===== config.mk =====
export PLATFORM = sky130hd
export DESIGN_NAME = code_decoder_flat
export DESIGN_NICKNAME = d
export VERILOG_FILES = /design/src/rtl/code_decoder_pkg.sv /design/src/rtl/code_decoder_if.sv /design/src/rtl/code_decoder_sync_fifo.sv /design/src/rtl/code_decoder.sv /design/src/flat_wrapper.sv
export SDC_FILE = /design/constraint.sdc
export NUM_CORES = 1
export LEC_CHECK = 0
export ABC_AREA = 1
export CORE_MARGIN = 3
export CORE_UTILIZATION = 54
export DETAILED_ROUTE_END_ITERATION = 8
export DONT_BUFFER_PORTS = 1
export PLACE_DENSITY = 0.69
export SYNTH_ARGS = -nofsm -noshare
export SYNTH_HDL_FRONTEND = slang
export SYNTH_SLANG_ARGS = --single-unit

===== constraint.sdc =====
create_clock -name clk -period 2.1 [get_ports clk]
set_input_delay 0.42 -clock clk [delete_from_list [all_inputs] [get_ports clk]]
set_output_delay 0.42 -clock clk [all_outputs]
set_load 0.02 [all_outputs]

===== src/rtl/code_decoder_pkg.sv =====
// code_decoder_pkg: shared widths, the stored entry layout and the one-hot decode
package code_decoder_pkg;
    localparam int CODE_W = 2;
    localparam int DEPTH  = 4;
    localparam int OUT_W  = 1 << CODE_W;
    localparam int LVL_W  = $clog2(DEPTH + 1);
    localparam int ENT_W  = CODE_W + 1;
    localparam int ENT_EN = CODE_W;

    typedef struct packed {
        logic              en;
        logic [CODE_W-1:0] code;
    } entry_t;

    function automatic logic [OUT_W-1:0] decode(entry_t e);
        return e.en ? OUT_W'(1) << e.code : '0;
    endfunction
endpackage


===== src/rtl/code_decoder_if.sv =====
// code_decoder_if: code-in / one-hot-out stream bundle with producer and decoder views
interface code_decoder_if;
    import code_decoder_pkg::*;
    logic              in_valid;
    logic              in_ready;
    logic [CODE_W-1:0] Code;
    logic              Enable;
    logic              out_valid;
    logic              out_ready;
    logic [OUT_W-1:0]  Data;
    logic [LVL_W-1:0]  level;

    modport master (output in_valid, Code, Enable, out_ready,
                    input  in_ready, out_valid, Data, level);
    modport slave  (input  in_valid, Code, Enable, out_ready,
                    output in_ready, out_valid, Data, level);
endinterface


===== src/rtl/code_decoder_sync_fifo.sv =====
// sync_fifo: single-clock FIFO; occupancy tracked in level, pointers wrap at DEPTH
module sync_fifo #(
    parameter int WIDTH = 3,
    parameter int DEPTH = 4
) (
    input  logic                       clk,
    input  logic                       rst,
    input  logic                       push,
    input  logic                       pop,
    input  logic [WIDTH-1:0]           din,
    output logic [WIDTH-1:0]           head,
    output logic [$clog2(DEPTH+1)-1:0] level
);
    localparam int PW = $clog2(DEPTH);
    logic [WIDTH-1:0] mem [DEPTH];
    logic [PW-1:0]    wr_ptr, rd_ptr;

    always_ff @(posedge clk) begin
        if (rst) begin
            wr_ptr <= '0;
            rd_ptr <= '0;
            level  <= '0;
        end else begin
            if (push) begin
                mem[wr_ptr] <= din;
                wr_ptr      <= wr_ptr + 1'b1;
            end
            if (pop)
                rd_ptr <= rd_ptr + 1'b1;
            if (push && !pop)
                level <= level + 1'b1;
            else if (pop && !push)
                level <= level - 1'b1;
        end
    end

    assign head = mem[rd_ptr];
endmodule


===== src/rtl/code_decoder.sv =====
// code_decoder: buffered binary-to-one-hot decoder with valid/ready on both sides
module code_decoder
    import code_decoder_pkg::*;
(
    input logic          clk,
    input logic          rst,
    code_decoder_if.slave bus
);
    entry_t           head;
    logic [ENT_W-1:0] head_raw;
    logic             push, pop;

    // ready/valid depend only on registered occupancy, never on the opposite side
    assign bus.in_ready  = bus.level != LVL_W'(DEPTH);
    assign bus.out_valid = bus.level != '0;
    assign push          = bus.in_valid & bus.in_ready;
    assign pop           = bus.out_valid & bus.out_ready;
    assign head          = entry_t'(head_raw);
    assign bus.Data      = bus.out_valid ? decode(head) : '0;

    sync_fifo #(.WIDTH(ENT_W), .DEPTH(DEPTH)) u_fifo (
        .clk   (clk),
        .rst   (rst),
        .push  (push),
        .pop   (pop),
        .din   ({bus.Enable, bus.Code}),
        .head  (head_raw),
        .level (bus.level)
    );
endmodule


===== src/flat_wrapper.sv =====
// flat-port wrapper written by rule: the top's interface ports become plain ports
module code_decoder_flat import code_decoder_pkg::*;
  (clk, rst, bus_in_valid, bus_Code, bus_Enable, bus_out_ready, bus_in_ready, bus_out_valid, bus_Data, bus_level);
  code_decoder_if bus_i ();
  input logic clk;
  input logic rst;
  input wire logic [$bits(bus_i.in_valid)-1:0] bus_in_valid;
  input wire logic [$bits(bus_i.Code)-1:0] bus_Code;
  input wire logic [$bits(bus_i.Enable)-1:0] bus_Enable;
  input wire logic [$bits(bus_i.out_ready)-1:0] bus_out_ready;
  output wire logic [$bits(bus_i.in_ready)-1:0] bus_in_ready;
  output wire logic [$bits(bus_i.out_valid)-1:0] bus_out_valid;
  output wire logic [$bits(bus_i.Data)-1:0] bus_Data;
  output wire logic [$bits(bus_i.level)-1:0] bus_level;
  assign bus_i.in_valid = bus_in_valid;
  assign bus_i.Code = bus_Code;
  assign bus_i.Enable = bus_Enable;
  assign bus_i.out_ready = bus_out_ready;
  assign bus_in_ready = bus_i.in_ready;
  assign bus_out_valid = bus_i.out_valid;
  assign bus_Data = bus_i.Data;
  assign bus_level = bus_i.level;
  code_decoder u_core (.clk(clk), .rst(rst), .bus(bus_i));
endmodule

Word level (Yosys, flattened, before mapping)

Memories as Yosys holds them, arrays and structs flattened. A register that Yosys moved wholly into a read port is not among the register bits.
Index checks and enable logic that the tools add are counted.

Register bits: 7
Memory bits (writable): 12
Input port bits: 7
Output and inout port bits: 9
Logic and storage cells: 27
Memories: 1

Memory list:

| name              | depth | bits a word | read ports | clocked after Yosys merged registers in | write ports | line                         | RTL |
|---|---|---|---|---|---|---|---|
| u_core.u_fifo.mem | 4     | 3           | 1          | 1                                       | 1           | code_decoder_sync_fifo.sv:15 | `logic [WIDTH-1:0] mem [DEPTH];` |

Add/sub/neg operators: 4
Eq/ne operators: 1
Shift operators: 1
Muxes and demuxes: 9
Bitwise gates (word level): 2
Reductions and logical operators: 6

Operators with widths:

| operator                                         | count |
|---|---|
| two-way mux 4 bit                                | 2 |
| two-way mux 3 bit                                | 2 |
| adder 2 x 1 -> 2 bit, second input constant      | 2 |
| two-way mux 2 bit                                | 2 |
| << shifter 1 x 2 -> 4 bit, first input constant  | 1 |
| adder 3 x 1 -> 3 bit, second input constant      | 1 |
| two-way mux 1 bit                                | 3 |
| inequality test 3 bit, second input constant     | 1 |
| nonzero test 3 bit                               | 1 |
| subtractor 3 x 1 -> 3 bit, second input constant | 1 |
| bitwise AND 1 bit                                | 2 |
| logical AND 1 bit                                | 2 |
| logical NOT 1 bit                                | 2 |
| nonzero test 2 bit                               | 1 |

Depth between registers and ports, before layout

Depth in word-level cells: 6
Mapped depth: 13
Depth with buffers taken out: 13

By module

A second synthesis with hierarchy kept.

Cells, all modules: 108
Area, all modules: 983.4 um2

By module, submodules not included:

| module       | times used | cells each | area an instance (um2) | seq. area each (um2) |
|---|---|---|---|---|
| sync_fifo    | 1          | 86         | 882.1                  | 540.5 |
| code_decoder | 1          | 22         | 101.3                  | 0.0 |

Worst setup path after synthesis

OpenSTA, ideal clock, no wires.

Kind: register to register
From: register u_core.u_fifo.level[0]
To: register u_core.u_fifo.level[2]
Setup time: 0.113 ns
Data arrival time: 1.869 ns
Data required time: 1.987 ns
Path slack: 0.118 ns
Cell stages (with the launch flop): 13
Cell sequence: dfxtp_1 > inv_1 > nand3_2 > and2_4 > ha_1 > inv_1 > fa_1 > inv_1 > nand2_1 > nand3b_1 > nand2_1 > nand2_1 > nor2_1

Longest elaborated chain between the ends: 5

RTL lines:

| item                                | line                         | RTL |
|---|---|---|
| from (decl)                         | code_decoder_sync_fifo.sv:12 | `output logic [$clog2(DEPTH+1)-1:0] level` |
| from (signal assigned)              | code_decoder_sync_fifo.sv:31 | `level <= level + 1'b1;` |
| from (signal assigned)              | code_decoder_sync_fifo.sv:33 | `level <= level - 1'b1;` |
| inequality test 3 bit *             | code_decoder.sv:14           | `assign bus.in_ready = bus.level != LVL_W'(DEPTH);` |
| via bus_in_ready                    | flat_wrapper.sv:11           | `output wire logic [$bits(bus_i.in_ready)-1:0] bus_in_ready;` |
| bitwise AND 1 bit *                 | code_decoder.sv:16           | `assign push = bus.in_valid & bus.in_ready;` |
| via u_core.push                     | code_decoder.sv:11           | `logic push, pop;` |
| logical NOT 1 bit                   | code_decoder_sync_fifo.sv:32 | `else if (pop && !push)` |
| logical AND 1 bit                   | code_decoder_sync_fifo.sv:32 |  |
| nonzero test 2 bit (no source line) | -                            |  |

Mark *: on every way through the listed nets, which the timed path passes. The rest lies on a longest branch. The select of a mux whose other input is x is not followed.
A chain may end at the register's enable or synchronous reset.

Worst setup path after layout

From: register u_core.u_fifo.level[0]
To: register u_core.u_fifo.level[2]

Longest elaborated chain between the ends: 5

RTL lines:

| item                                                    | line                         | RTL |
|---|---|---|
| nonzero test 3 bit *                                    | code_decoder.sv:15           | `assign bus.out_valid = bus.level != '0;` |
| via bus_out_valid                                       | flat_wrapper.sv:12           | `output wire logic [$bits(bus_i.out_valid)-1:0] bus_out_valid;` |
| bitwise AND 1 bit *                                     | code_decoder.sv:17           | `assign pop = bus.out_valid & bus.out_ready;` |
| logical NOT 1 bit                                       | code_decoder_sync_fifo.sv:30 | `if (push && !pop)` |
| logical AND 1 bit                                       | code_decoder_sync_fifo.sv:30 |  |
| two-way mux 3 bit or nonzero test 2 bit (tied branches) | -                            |  |

Marks and branches as above.

==> results.ini <==
[yosys]
yosys_warnings=0
synth_cell_types=20
syn_avg_cell_area_um2=8.74
synth_adder_area_share_pct=7.62
post-synth-top-area-cell=edfxtp_1
synthTopCellsByArea=edfxtp_1 (33%), dfxtp_1 (17%), nand2_1 (12%)
synth_compound_area_share_pct=3.23
ys_ff_latch=21
synth.area.mux_share_pct=0
synthesis.area_um2=1080
synth-simple-area-share_pct=31.3
synth_top_family_by_area=simple AND/OR/NAND/NOR gates
syn_nets=137
synth_top_area_share_pct=33.3
postSynthCellCount=124
synth-xor-area-share_pct=0
seq_area_frac_synth_pct=49.9

[route]
firstDrtPassIters=3
drc_errors=0
drt-initial-drc-count=10
num_vias=742
detail-route-antenna-nets=0
wl_per_cell_um=10.6
finalWirelength_um=1660
vias_per_cell=4.76

[timing]
fin_tns_setup_ps=0
finalCriticalPeriod_ps=1960
setup_viol=0
hold_viol_final=0
worstMarginPinSlew_ps=400
whs_ps=205
finClkSkew_ps=5.64
grt_setup_unrepaired=no
slew_headroom_pct=73.2
fmax_mhz=511
finalCritPeriodShare_pct=93.1
finalMaxSlewViolations=0

[global_routing]
grt_start_max_net_pins=13
grt_use_total_pct=14.8
antenna_found_initial=0
grt-ovfl-total=0
grt_pass1_vias=697
grt_first_pass_wirelength_um=2850

[die]
dieHeight_um=50.8
initial_utilization_pct=60.1
core-area_um2=1800
die_w_um=50.8
io_pins=16
die-area_um2=2580
std_cell_rows=15

[worst_setup_path]
crit_required_ps=2310
cp_data_arrival_time_ps=2170
r2r_cells=13
worstSetupPathType=flip-flop to flip-flop
crit_fanout=6
crit_path_start_kind=flip-flop
end_kind=flip-flop

[min_path]
hold-path-cell-count=0
hp-class=primary input to flip-flop

[place]
placed_cell_area_um2=1130
hpwl_um=1330
io_buffers=0
dp.cells=152
gp_congestion=0.761

[clock_tree]
cts_root_buffer=clkbuf_4
cts_buffers=3
insertion_delay_ps=300
cts_tree=built
clkSlewWorstSetupHoldPaths_ps=120
ctsHoldBuffers=0
cts.sinks=21
htreeDepth=1
clockBufferDepth=2

[layout]
n_antenna_cell=0
final_cells=156
nNetsFinal=145
drive_gt1_share_pct=16.0
final_area_um2=1160
syn2layout_area_growth_pct=7.27

[power]
power_density_nw_per_um2=1210
worst_ir_drop_vdd_uv=760
p_leak_nw=0.521
total_power_mw=1.41

[run_status]
status=finished clean

[flow_run]
maxCapViolCount=0

area by class of cell:
class                           instances  area (um2)
Sequential cell                        21         542
Timing Repair Buffer                    4        30.0
Fill cell                             163         639
Clock inverter                          1        5.00
Tap cell                               25        31.3
Inverter                               18        75.1
Clock buffer                            3        22.5
Multi-Input combinational cell         84         457
cell usage in the layout, fill, tap and decap left out, drive strengths merged:
master   n
edfxtp  12
a21oi    5
nor2    16
inv     18
nand2   39
clkinv   1
clkbuf   3
o21ai    2
nand3   12
ha       5
buf      4
dfxtp    9
fa       1
and2     2
nand3b   2
layer usage:
metal,part of all wire (%),up-vias,GRT usage [%]
met5,0,-,0
met4,1.3,0,8.07
met3,3.7,2,3.86
met2,44,10,23.0
met1,50,322,18.6
li1,-,408,-
power breakdown:
| part | switching [mW] | internal [mW] |
|---|---|---|
| sequential | 0.0606 | 0.505 |
| combinational | 0.418 | 0.230 |
| clock | 0.121 | 0.0709 |
metrics by stage:
stage	utilization [%]	worst slack (ps)
3_3_place_gp	62.9	235
2_1_floorplan	-	118
4_1_cts	64.4	58.1
3_5_place_dp	62.9	158
5_1_grt	64.5	6.10
6_report	64.5	145
repair_timing:
| item | in CTS | in global routing |
|---|---|---|
| buffers inserted | 0 | 0 |
| gates resized for setup | 0 | 1 |
| setup endpoints to repair | 0 | 4 |
cells by family after synthesis:
group                    count (synthesis)
AND/OR/NAND/NOR                         71
flip-flops                              21
adder cells (fa/ha/maj)                  6
AO/OA/AOI/OAI                            7
buffers and inverters                   19
registers in the layout, summed over array words and instances (netlist names), named ones only:
name / flops
u_core.u_fifo.mem: 12
u_core.u_fifo.level: 3
u_core.u_fifo.rd_ptr: 2
u_core.u_fifo.wr_ptr: 2
worst max-delay path: stages, from the launching register on:
cell and delay [ps]:
dfxtp_1 330, inv_1 150, nand3_4 170, and2_4 190, inv_1 60, ha_1 160, inv_1 70, fa_1 380
inv_1 60, nand2_1 40, nand3b_1 110, nand2_1 60, nand2_1 50, nor2_1 40
synthesized netlist by cell type (all sizes together):
library cell,number
a21oi,5
and2,2
buf,1
dfxtp,9
edfxtp,12
fa,1
ha,5
inv,18
nand2,39
nand3,12
nand3b,2
nor2,16
o21ai,2
path summary, 6_finish.rpt:
path	start	endpoint	slack, ps
worst max-delay path	u_core.u_fifo.level[0]	u_core.u_fifo.level[2]	140
worst min-delay path	bus_Enable	u_core.u_fifo.mem[3][2]	210
worst max register to register	u_core.u_fifo.level[0]	u_core.u_fifo.level[2]	140
worst min register to register	u_core.u_fifo.rd_ptr[1]	flip-flop	530
Power figures use the tool's default switching activity.
